<file path="config.mk">
export PLATFORM = sky130hd
export DESIGN_NAME = pipe_stage_buf_flat
export DESIGN_NICKNAME = d
export VERILOG_FILES = /design/src/rtl/pipe_pkg.sv /design/src/rtl/pipe_stage_buf_if.sv /design/src/rtl/pipe_data_reg.sv /design/src/rtl/pipe_stage_buf.sv /design/src/flat_wrapper.sv
export SDC_FILE = /design/constraint.sdc
export NUM_CORES = 1
export LEC_CHECK = 0
export BUFFER_PORTS_ARGS = -buffer_cell sky130_fd_sc_hd__buf_2
export CORE_AREA = 2 2 105 148
export DETAILED_ROUTE_END_ITERATION = 10
export DIE_AREA = 0 0 107 150
export HOLD_SLACK_MARGIN = 0.1
export SLEW_MARGIN = 20
export SYNTH_ARGS = -nofsm -noshare
export SYNTH_HDL_FRONTEND = slang
export SYNTH_SLANG_ARGS = --single-unit
</file>
<file path="constraint.sdc">
create_clock -name clk -period 2.6 [get_ports clk]
set_clock_uncertainty 0.15 [all_clocks]
set_input_delay 0.26 -clock clk [delete_from_list [all_inputs] [get_ports clk]]
set_output_delay 0.26 -clock clk [all_outputs]
set_load 0.05 [all_outputs]
</file>
<file path="src/rtl/pipe_pkg.sv">
// Shared definitions for the inter-stage pipeline buffers: occupancy codes
// and the NOP payloads each stage uses as its reset/flush value.
package pipe_pkg;

  localparam logic [1:0] OCC_EMPTY = 2'd0;
  localparam logic [1:0] OCC_ONE   = 2'd1;
  localparam logic [1:0] OCC_TWO   = 2'd2;

  localparam int MEM_WR_WIDTH = 64;
  localparam int EX_MEM_WIDTH = 96;

  // NOP payloads: all write-enables (regWr, multWr, ...) clear.
  localparam logic [MEM_WR_WIDTH-1:0] NOP_MEM_WR = {MEM_WR_WIDTH{1'b0}};
  localparam logic [EX_MEM_WIDTH-1:0] NOP_EX_MEM = {EX_MEM_WIDTH{1'b0}};

  function automatic logic occ_is_full(input logic [1:0] occ);
    return (occ == OCC_TWO);
  endfunction

endpackage

</file>
<file path="src/rtl/pipe_stage_buf_if.sv">
// Valid/ready handshake bundle between two pipeline stages, plus flush and
// occupancy status. The slave modport is the buffer's own view.
interface pipe_stage_buf_if #(
  parameter int WIDTH = 64
);

  logic             flush;
  logic             in_valid;
  logic             in_ready;
  logic [WIDTH-1:0] in_data;
  logic             out_valid;
  logic             out_ready;
  logic [WIDTH-1:0] out_data;
  logic [1:0]       occupancy;

  modport master (
    output flush, in_valid, in_data, out_ready,
    input  in_ready, out_valid, out_data, occupancy
  );

  modport slave (
    input  flush, in_valid, in_data, out_ready,
    output in_ready, out_valid, out_data, occupancy
  );

endinterface

</file>
<file path="src/rtl/pipe_data_reg.sv">
// Load-enable payload register with synchronous reset and synchronous clear,
// both returning the register to RESET_VAL.
module pipe_data_reg #(
  parameter int               WIDTH     = 64,
  parameter logic [WIDTH-1:0] RESET_VAL = '0
) (
  input  logic             clk,
  input  logic             rst_i,
  input  logic             clr_i,
  input  logic             ld_i,
  input  logic [WIDTH-1:0] d_i,
  output logic [WIDTH-1:0] q_o
);

  logic [WIDTH-1:0] q_q;
  logic [WIDTH-1:0] q_d;

  // Next value: clear wins over load, otherwise hold.
  always_comb begin
    q_d = q_q;
    if (clr_i) begin
      q_d = RESET_VAL;
    end else if (ld_i) begin
      q_d = d_i;
    end else begin
      q_d = q_q;
    end
  end

  // Payload storage.
  always_ff @(posedge clk) begin
    if (rst_i) begin
      q_q <= RESET_VAL;
    end else begin
      q_q <= q_d;
    end
  end

  assign q_o = q_q;

endmodule

</file>
<file path="src/rtl/pipe_stage_buf.sv">
// Inter-stage pipeline buffer: one main entry plus an optional skid entry so
// that in_ready can be taken straight from a flop.
module pipe_stage_buf
  import pipe_pkg::*;
#(
  parameter int               WIDTH     = 64,
  parameter logic [WIDTH-1:0] RESET_VAL = '0,
  parameter int               SKID      = 1
) (
  input logic             clk,
  input logic             rst,
  pipe_stage_buf_if.slave bus
);

  logic [1:0]       occ_q;
  logic [1:0]       occ_d;
  logic             out_valid_s;
  logic             in_ready_s;
  logic             acc_s;
  logic             dep_s;
  logic             main_ld_s;
  logic             skid_ld_s;
  logic             main_from_skid_s;
  logic [WIDTH-1:0] main_s;
  logic [WIDTH-1:0] skid_s;
  logic [WIDTH-1:0] main_in_s;

  assign out_valid_s = (occ_q != OCC_EMPTY);
  assign acc_s       = bus.in_valid & in_ready_s;
  assign dep_s       = out_valid_s & bus.out_ready;

  // Occupancy transitions and register load enables.
  always_comb begin
    occ_d            = occ_q;
    main_ld_s        = 1'b0;
    skid_ld_s        = 1'b0;
    main_from_skid_s = 1'b0;
    if (bus.flush) begin
      occ_d = OCC_EMPTY;
    end else begin
      case (occ_q)
        OCC_EMPTY: begin
          if (acc_s) begin
            occ_d     = OCC_ONE;
            main_ld_s = 1'b1;
          end else begin
            occ_d = OCC_EMPTY;
          end
        end
        OCC_ONE: begin
          if (acc_s && dep_s) begin
            main_ld_s = 1'b1;
          end else if (acc_s && (SKID != 0)) begin
            occ_d     = OCC_TWO;
            skid_ld_s = 1'b1;
          end else if (dep_s) begin
            occ_d = OCC_EMPTY;
          end else begin
            occ_d = OCC_ONE;
          end
        end
        OCC_TWO: begin
          if (dep_s) begin
            occ_d            = OCC_ONE;
            main_ld_s        = 1'b1;
            main_from_skid_s = 1'b1;
          end else begin
            occ_d = OCC_TWO;
          end
        end
        default: begin
          occ_d = OCC_EMPTY;
        end
      endcase
    end
  end

  // Occupancy state.
  always_ff @(posedge clk) begin
    if (rst) begin
      occ_q <= OCC_EMPTY;
    end else begin
      occ_q <= occ_d;
    end
  end

  generate
    if (SKID != 0) begin : g_skid
      logic in_ready_q;

      // Ready is precomputed from the next occupancy so no comb path reaches upstream.
      always_ff @(posedge clk) begin
        if (rst) begin
          in_ready_q <= 1'b1;
        end else begin
          in_ready_q <= !occ_is_full(occ_d);
        end
      end

      assign in_ready_s = in_ready_q;

      pipe_data_reg #(
        .WIDTH    (WIDTH),
        .RESET_VAL(RESET_VAL)
      ) u_skid (
        .clk  (clk),
        .rst_i(rst),
        .clr_i(bus.flush),
        .ld_i (skid_ld_s),
        .d_i  (bus.in_data),
        .q_o  (skid_s)
      );
    end else begin : g_noskid
      assign in_ready_s = !out_valid_s | bus.out_ready;
      assign skid_s     = RESET_VAL;
    end
  endgenerate

  assign main_in_s = main_from_skid_s ? skid_s : bus.in_data;

  pipe_data_reg #(
    .WIDTH    (WIDTH),
    .RESET_VAL(RESET_VAL)
  ) u_main (
    .clk  (clk),
    .rst_i(rst),
    .clr_i(bus.flush),
    .ld_i (main_ld_s),
    .d_i  (main_in_s),
    .q_o  (main_s)
  );

  assign bus.in_ready  = in_ready_s;
  assign bus.out_valid = out_valid_s;
  assign bus.out_data  = main_s;
  assign bus.occupancy = occ_q;

endmodule

</file>
<file path="src/flat_wrapper.sv">
// flat-port wrapper written by rule: the top's interface ports become plain ports
module pipe_stage_buf_flat import pipe_pkg::*;
#(
  parameter int               WIDTH     = 64,
  parameter logic [WIDTH-1:0] RESET_VAL = '0,
  parameter int               SKID      = 1
)
  (clk, rst, bus_flush, bus_in_valid, bus_in_data, bus_out_ready, bus_in_ready, bus_out_valid, bus_out_data, bus_occupancy);
  pipe_stage_buf_if #(.WIDTH(WIDTH)) bus_i ();
  input logic clk;
  input logic rst;
  input wire logic [$bits(bus_i.flush)-1:0] bus_flush;
  input wire logic [$bits(bus_i.in_valid)-1:0] bus_in_valid;
  input wire logic [$bits(bus_i.in_data)-1:0] bus_in_data;
  input wire logic [$bits(bus_i.out_ready)-1:0] bus_out_ready;
  output wire logic [$bits(bus_i.in_ready)-1:0] bus_in_ready;
  output wire logic [$bits(bus_i.out_valid)-1:0] bus_out_valid;
  output wire logic [$bits(bus_i.out_data)-1:0] bus_out_data;
  output wire logic [$bits(bus_i.occupancy)-1:0] bus_occupancy;
  assign bus_i.flush = bus_flush;
  assign bus_i.in_valid = bus_in_valid;
  assign bus_i.in_data = bus_in_data;
  assign bus_i.out_ready = bus_out_ready;
  assign bus_in_ready = bus_i.in_ready;
  assign bus_out_valid = bus_i.out_valid;
  assign bus_out_data = bus_i.out_data;
  assign bus_occupancy = bus_i.occupancy;
  pipe_stage_buf #(.WIDTH(WIDTH), .RESET_VAL(RESET_VAL), .SKID(SKID)) u_core (.clk(clk), .rst(rst), .bus(bus_i));
endmodule
</file>
Word-level counts from Yosys, hierarchy flattened. Cells that the tools add are included.

Shift-type cells: 0. Multipliers: 0. Equality and inequality tests: 3. Bitwise logic cells: 2. Muxes and demuxes: 18. $lt $le $gt $ge: 0. Reduce and logical (&&, ||, !) cells: 5. Add/sub/neg operators: 0. Divide/modulo/power cells: 0.

Operators by type and width (number): 64-bit 2-to-1 mux (1); 1-bit 2-to-1 mux (11); 2-bit 2-to-1 mux (4); 2-bit case mux with 3 select lines (1); 2-bit == test (second input constant) (2); 1-bit case mux with 3 select lines (1); 1-bit AND (2); 2-bit by 1-bit == test with 1-bit output (second input constant) (1); 2-bit zero test (1); 2-bit nonzero test (1); 2-bit OR reduction (1); 1-bit logical AND (1); 1-bit zero test (1).

ROM bits: 0. Memories: 0. Flip-flop bits (word level): 131. Latch bits: 0. Word-level logic and storage cells: 32. RAM bits: 0. Input port bits: 69. Output and inout port bits: 68.

Depth between registers and ports, before layout. Gate-level depths: netlist of the first run.

Word-level depth: 9. Depth in mapped cells: 6. Mapped depth without buffers: 4.

By module. A second synthesis of the first run with hierarchy kept.

Cells, all modules: 503. Area, all modules: 5677.9 um^2.

Modules (own cells, without submodules): pipe_data_reg (area an instance 2348.5 um^2, sequential area each 1281.2 um^2, cells an instance 207, instances 2); pipe_stage_buf (area an instance 980.9 um^2, sequential area each 60.1 um^2, cells an instance 89, instances 1).

Worst setup path after synthesis of the first run. Ideal clock, no wire load.

Path kind: register to register. From: register u_core.occ_q[1] (netlist: u_core.bus.occupancy[1]). To: register u_core.u_main.q_q[0] (netlist: u_core.u_main.q_o[0]). Stages on the path, launching flop included: 7. Required time: 2.308 ns. Buffers on the path: 2. Path slack: 0.544 ns. Arrival: 1.764 ns. Clock period less this slack: 2.056 ns. Setup time: 0.142 ns. Cells stage by stage: dfxtp_1 nand3b_1 or2_2 buf_4 buf_2 nand2_1 a311oi_1.

Longest elaborated chain between the ends: 6. Elaborated cells between the ends (all ways): 13. Those cells by class: eq/ne: 2; mux: 7; bitwise: 1; reduce/logical: 3.

Ends and longest elaborated chain: start, declared (RTL line pipe_stage_buf.sv:15) `logic [1:0] occ_q;`; start signal, assigned (RTL line pipe_stage_buf.sv:81) `occ_q <= OCC_EMPTY;`; start signal, assigned (RTL line pipe_stage_buf.sv:83) `occ_q <= occ_d;`; 2-bit nonzero test (RTL line pipe_stage_buf.sv:28) `assign out_valid_s = (occ_q != OCC_EMPTY);`; 1-bit AND (RTL line pipe_stage_buf.sv:30) `assign dep_s = out_valid_s & bus.out_ready;`; 1-bit logical AND / 1-bit 2-to-1 mux (equally long branches) (RTL line pipe_stage_buf.sv:51, pipe_stage_buf.sv:63); 1-bit 2-to-1 mux (on tied branches) (RTL line pipe_stage_buf.sv:51, pipe_stage_buf.sv:41); 1-bit case mux with 3 select lines / 1-bit 2-to-1 mux (equally long branches) (RTL line pipe_stage_buf.sv:41, pipe_stage_buf.sv:38); 1-bit 2-to-1 mux / 64-bit 2-to-1 mux (equally long branches) (RTL line pipe_stage_buf.sv:38, pipe_stage_buf.sv:119); end signal, assigned (RTL line pipe_data_reg.sv:35) `q_q <= q_d;`; end, declared (RTL line pipe_data_reg.sv:15) `logic [WIDTH-1:0] q_q;`.

Several ways; a longest one is shown, not always the timed one. A chain may end at the register's enable or synchronous reset.

Final worst setup path of the first run.
From: input port bus_out_ready. To: register u_core.u_main.q_q[33] (netlist: u_core.u_main.q_o[33]).

Longest elaborated chain between the ends: 5. Elaborated cells between the ends (all ways): 9. Those cells by class: mux: 7; bitwise: 1; reduce/logical: 1.

Ends and longest elaborated chain: start, declared (RTL line flat_wrapper.sv:15) `input wire logic [$bits(bus_i.out_ready)-1:0] bus_out_ready;`; 1-bit AND * (RTL line pipe_stage_buf.sv:30); 1-bit logical AND / 1-bit 2-to-1 mux (equally long branches) (RTL line pipe_stage_buf.sv:51, pipe_stage_buf.sv:63); 1-bit 2-to-1 mux (on tied branches) (RTL line pipe_stage_buf.sv:51, pipe_stage_buf.sv:41); 1-bit case mux with 3 select lines / 1-bit 2-to-1 mux (equally long branches) (RTL line pipe_stage_buf.sv:41, pipe_stage_buf.sv:38); 1-bit 2-to-1 mux / 64-bit 2-to-1 mux (equally long branches) (RTL line pipe_stage_buf.sv:38, pipe_stage_buf.sv:119).

Every way passes the cells marked *; elsewhere a longest branch is shown, timed or not.

==> summary.md, run 1 <==
| Metric | Value |
|---|---|
| Clock insertion delay at the later pin of the skew report | `400 ps` |
| Clock period minus worst slack | `2100 ps` |
| Diode count | `0` |
| DR DRC count | `0` |
| Slew HR | `55.7%` |
| Final Cycle Share | `80.6%` |
| DR vias/cell | `4.77` |
| Iter 0 DRT Violations | `192` |
| I/O pin count | `137` |
| Synth unique cells | `21` |
| Initial Util | `34.4%` |
| CP Launch Type | `input pin` |
| Worst IR Drop VDD | `0.350 mV` |
| Synthesized flop and latch total | `131` |
| Avg Cell Area, Syn | `7.80 µm²` |
| Vias in the first global route | `4443` |
| Setup_tns | `0 ps` |
| Cell taking the most area after synthesis | `dfxtp_1` |
| PnR worst setup slack | `504 ps` |
| Number of synthesis warnings | `0` |
| First-pass GRT wire length | `21.6 mm` |
| Worst-margin pin slew | `664 ps` |
| RSZ-0062 raised after global routing | `false` |
| Final hold vios | `0` |
| Port bufs | `136` |
| Initial antenna violation count | `0` |
| Total power draw | `5.09 mW` |
| Routed via count | `4921` |
| Root Buffer | `clkbuf_16` |
| Worst EP arrival | `2250 ps` |
| CTS clk-pin slew, worst paths | `60 ps` |
| Share of cells above drive strength 1 | `22.1%` |
| Global placement routability congestion | `0.732` |
| Final WL | `13.7 mm` |
| Final nets | `896` |
| Max Buffers Root-to-Sink | `2` |
| Post-synth top area share | `51.6%` |
| HP Class | `input pin to flip-flop` |
| Crit path capture type | `flip-flop` |
| Final setup viols | `0` |
| CP required | `2760 ps` |
| Gr ovfl total | `0` |
| Register area share after synthesis | `51.6%` |
| Largest net degree at the start of global routing | `129` |
| Global Route Usage Sum | `16.9%` |
| Core ar. | `14800 µm²` |
| Synth top area cells | `dfxtp_1 (52%), nand2_1 (19%), a311oi_1 (11%)` |
| # rows | `53` |
| Height of the chip | `150 µm` |
| Outcome | `complete, no violations` |
| Crit-path max FO | `38` |
| Kind of critical path | `input pin to flip-flop` |
| Post-Synthesis Cells | `651` |
| Pleak | `2.93 nW` |
| Wire per inst | `13.3 µm` |
| Fmax | `0.477 GHz` |
| Max Cap Violations | `0` |
| TritonCTS Sinks | `131` |
| Die X | `107 µm` |
| Netlist Area Pre-Place | `5080 µm²` |
| Dpl hpwl | `7.95 mm` |
| # fillers | `1462` |
| Worst hold slack | `176 ps` |
| Total CTS buffers | `17` |
| Routed Antenna Nets | `0` |
| Slew Viols, Final | `0` |
| H-tree Lvls | `4` |
| CTS tree | `yes` |
| Pre-CTS setup slack | `578 ps` |
| Synth-to-Final Area Change | `41.1%` |
| Die ar. | `16100 µm²` |
| TritonRoute pass-1 iters | `4` |
| Mapped Nets | `720` |
| Pwr dens | `711 nW/µm²` |
cells in the mapped netlist:
cell / number
xor2_1: 1
buf_1: 3
buf_2: 19
nor2b_1: 1
a311oi_1: 64
or2_2: 4
nor2_2: 1
o31ai_2: 1
a211oi_1: 1
nand4b_1: 1
a21oi_1: 64
clkbuf_1: 26
o21a_1: 1
nor2_4: 1
nand2b_1: 1
nand3b_1: 1
nand2_1: 257
inv_1: 1
buf_4: 7
nor2_1: 65
dfxtp_1: 131
report_power, final:
| part | internal (mW) | switching, mW | total (mW) | leakage [nW] |
|---|---|---|---|---|
| logic | 0.199 | 0.368 | 0.567 | 1.57 |
| registers | 2.06 | 0.0287 | 2.09 | 1.06 |
| clock network | 1.56 | 0.881 | 2.44 | 0.287 |
through the flow:
step | instance area (µm²) | std cells | util, %
3_3_place_gp | 5910 | 935 | 39.9
5_1_grt | 7170 | 1031 | 48.5
3_5_place_dp | 5910 | 935 | 39.9
4_1_cts | 7170 | 1031 | 48.5
2_1_floorplan | 5080 | 651 | -
6_report | 7170 | 1031 | 48.5
metal layers:
layer  wire length [µm]  GRT usage, %  share of wire [%]  vias up
li1                   -             -                  -     2539
met1               6150          21.2                 45     2252
met2               6760          28.3                 49      117
met3                595          3.57                4.3       13
met4                224          6.36                1.6        0
met5                  0             0                  0        -
placed cells by master, fill, tap and decap left out, types with 2 or more instances in the layout:
| master | n |
|---|---|
| clkinv_4 | 2 |
| a21oi_1 | 64 |
| bufinv_16 | 3 |
| nor2_4 | 2 |
| a311oi_1 | 64 |
| nand2_1 | 257 |
| clkbuf_8 | 2 |
| dfxtp_1 | 131 |
| nor2_1 | 65 |
| buf_4 | 6 |
| dlygate4sd3_1 | 65 |
| clkinvlp_4 | 4 |
| clkinv_2 | 2 |
| buf_12 | 5 |
| buf_2 | 136 |
| clkbuf_16 | 17 |
| or2_2 | 3 |
final cells by class:
type	instances	area [µm²]	share of cell area, %
clock inverters	12	156	2.18
flip-flops and latches	131	2620	36.6
well taps	192	240	3.35
repair buffers	212	1480	20.6
clock buffers	19	453	6.32
multi-input cells	464	2210	30.9
inverters	1	3.75	0.0524
critical path, stage by stage:
cell	delay (ps)
dlygate4sd3_1	540
buf_2	160
nand3b_1	110
or2_2	520
buf_12	290
nand2_1	80
a311oi_1	260
registers in the layout (all words and copies together) (netlist names):
register,count
u_core.bus.in_ready,1
u_core.bus.occupancy,2
u_core.u_main.q_o,64
u_core.g_skid.u_skid.q_o,64
cells by family after synthesis:
kind of cell | after synthesis | synth area share, %
xor+xnor | 1 | 0.172
flops | 131 | 51.6
simple gates | 332 | 25.2
compound gates | 131 | 17.9
buf+inv | 56 | 5.12
timing repair:
action                    CTS  global route
setup buffers               0             0
hold buffers               65             0
resized for setup           0             0
hold endpoints to repair  130             0
final timing paths:
path / start / end / slack (ps) / depth (start not counted)
max: bus_out_ready / u_core.u_main.q_o[33] / 500 / 7
min: bus_in_valid / u_core.bus.occupancy[1] / 180 / 3
max reg2reg: u_core.bus.occupancy[1] / u_core.g_skid.u_skid.q_o[14] / 560 / 5
min reg2reg: u_core.g_skid.u_skid.q_o[24] / u_core.g_skid.u_skid.q_o[24] / 300 / 2
Note: power is estimated with default switching activity, not from simulation.
==> run 2, diff against run 1 <==
clock period = 1.86 ns   (was 2.6 ns; I/O delays follow)
==> run 2 against run 1 <==
Compared with the run above:
- via count is 1.7% higher
- critical path depth is 1 higher
- clock power is 44% higher
- worst setup slack worse by 420 ps
- highest routed layer unchanged
==> summary.md, run 2 (synthesis results as in run 1) <==
| Metric | Value |
|---|---|
| Diode count | `0 (unchanged)` |
| Placed cell areas | `6120 µm² (+3.6%)` |
| Share of cells above drive strength 1 | `23.9% (+1.9 points)` |
| DR vias/cell | `4.79 (+0.44%)` |
| Vias in the first global route | `4625 (+4.1%)` |
| Routed Antenna Nets | `0 (unchanged)` |
| Final hold vios | `0 (unchanged)` |
| Clock insertion delay at the later pin of the skew report | `410 ps (about the same)` |
| # fillers | `1472 (+0.68%)` |
| Final WL | `14.4 mm (+5.1%)` |
| Initial Util | `34.4% (unchanged)` |
| Most frequent cells in the layout | `nand2_1 (257), buf_2 (135), dfxtp_1 (128), nor2_1 (65), dlygate4sd3_1 (65)` |
| Dpl hpwl | `8.62 mm (+8.4%)` |
| Global placement routability congestion | `0.705 (-3.8%)` |
| Crit-path max FO | `29 (-24%)` |
| Commonest non-fill, non-tap cell in the layout | `nand2_1` |
| PnR worst setup slack | `87.6 ps (-417 ps)` |
| TritonCTS Sinks | `131 (unchanged)` |
| Initial antenna violation count | `0 (unchanged)` |
| Worst IR Drop VDD | `0.480 mV (+37%)` |
| Pleak | `3.06 nW (+4.5%)` |
| Port bufs | `136 (unchanged)` |
| Final setup viols | `0 (unchanged)` |
| Final nets | `910 (+1.6%)` |
| Post-CTS setup buffers | `0 (unchanged)` |
| Die X | `107 µm (unchanged)` |
| First-pass GRT wire length | `22.6 mm (+4.9%)` |
| CTS tree | `yes` |
| Pwr dens | `980 nW/µm² (+38%)` |
| Global Route Usage Sum | `17.8% (+0.88 points)` |
| Slew Viols, Final | `0 (unchanged)` |
| Gr ovfl total | `0 (unchanged)` |
| DR DRC count | `0 (unchanged)` |
| CP Capture Point | `u_core.u_main.q_o[29]` |
| Routed via count | `5005 (+1.7%)` |
| CTS clk-pin slew, worst paths | `60 ps (about the same)` |
| Register area | `2630 µm² (+0.14%)` |
| Kind of critical path | `input pin to flip-flop` |
| Iter 0 DRT Violations | `277 (+44%)` |
| Worst-margin pin slew | `646 ps (-18.3 ps)` |
| Wire per inst | `13.8 µm (+3.8%)` |
| H-tree Lvls | `4 (unchanged)` |
| Flop2flop setup slack | `120 ps (-440 ps)` |
| Pre-CTS setup slack | `82.5 ps (-496 ps)` |
| CP Launch Type | `input pin` |
| Clock period minus worst slack | `1770 ps` |
| Worst R2R Start | `u_core.bus.occupancy[1]` |
| Root Buffer | `clkbuf_16` |
| Core ar. | `14800 µm² (unchanged)` |
| Max Buffers Root-to-Sink | `2 (unchanged)` |
| Fin area | `7460 µm² (+4.1%)` |
| HP Start | `bus_in_valid` |
| Slew HR | `57.0% (+1.2 points)` |
| I/O pin count | `137 (unchanged)` |
| # rows | `53 (unchanged)` |
| Die ar. | `16100 µm² (unchanged)` |
| CP required | `2020 ps (-740 ps)` |
| HP Class | `input pin to flip-flop` |
| R2R depth | `6 (+1)` |
| CP startpoint | `bus_out_ready` |
| Worst EP arrival | `1940 ps (-310 ps)` |
| Crit path capture type | `flip-flop` |
| Worst r2r dst | `u_core.u_main.q_o[29]` |
| Fmax | `0.564 GHz` |
| Final Cycle Share | `95.3%` |
| Final core utilization | `50.4% (+2.0 points)` |
| Synth-to-Final Area Change | `46.8%` |
| TritonRoute pass-1 iters | `4 (unchanged)` |
| Height of the chip | `150 µm (unchanged)` |
| Area of the multi-input gates | `2230 µm² (+0.96%)` |
| Outcome | `complete, no violations` |
| Total CTS buffers | `17 (unchanged)` |
| Max Cap Violations | `0 (unchanged)` |
| Largest net degree at the start of global routing | `46 (-64%)` |
run 2: worst min-delay path by stage:
stage / endpoint / slack [ps] / cells past startpoint
finish: u_core.bus.occupancy[1] / 120 / 4
global route: u_core.bus.occupancy[1] / 130 / 4
CTS: u_core.bus.occupancy[1] / 100 / 4
detailed placement: u_core.g_skid.u_skid.q_o[39] / 290 / 3
global placement: u_core.g_skid.u_skid.q_o[35] / 290 / 3
floorplan: u_core.bus.occupancy[1] / 110 / 1
run 2: power by group:
part	leakage, nW	switching, mW	internal (mW)
sequential	1.06	0.0395	2.88
clock	0.291	1.25	2.27
combinational	1.70	0.539	0.331
total	3.06	1.82	5.48
run 2: area by class of cell:
cell class / instances / area share [%]
sequential: 131 / 35.2
multi-input combinational: 464 / 30.0
clock buffer: 18 / 5.89
timing repair buffer: 226 / 23.2
inverter: 1 / 0.0503
clock inverter: 12 / 2.43
tap: 192 / 3.22
run 2: timing repair:
| action | in CTS | in global routing |
|---|---|---|
| setup endpoints to repair | 0 | 45 |
| resized for setup | 0 | 10 |
| hold buffers | 65 | 0 |
| endpoints found under the hold margin | 130 | 0 |
run 2: metrics by stage:
stage | setup TNS (ps) | std cells | hold slack (ps) | power [mW]
6_report | 0 | 1044 | 121 | 7.31
5_1_grt | -1.17 | 1044 | 130 | 7.57
4_1_cts | 0 | 1043 | 104 | 7.36
3_5_place_dp | 0 | 948 | 293 | 3.73
3_3_place_gp | 0 | 948 | 291 | 3.73
2_1_floorplan | 0 | 651 | 113 | 3.45
run 2: critical path, cell delays in order:
cell	delay, ps
dlygate4sd3_1	530
buf_4	140
nand3b_1	240
o31ai_4	160
buf_6	180
buf_12	170
nor2_1	60
a311oi_1	250
run 2: layer usage:
layer / GRT usage, % / vias to the layer above / routed length (µm) / part of all wire [%]
met1: 20.5 / 2312 / 6060 / 42
met4: 6.69 / 0 / 193 / 1.3
met5: 0 / - / 0 / 0
li1: - / 2566 / - / -
met2: 32.2 / 113 / 7610 / 53
met3: 3.44 / 14 / 560 / 3.9
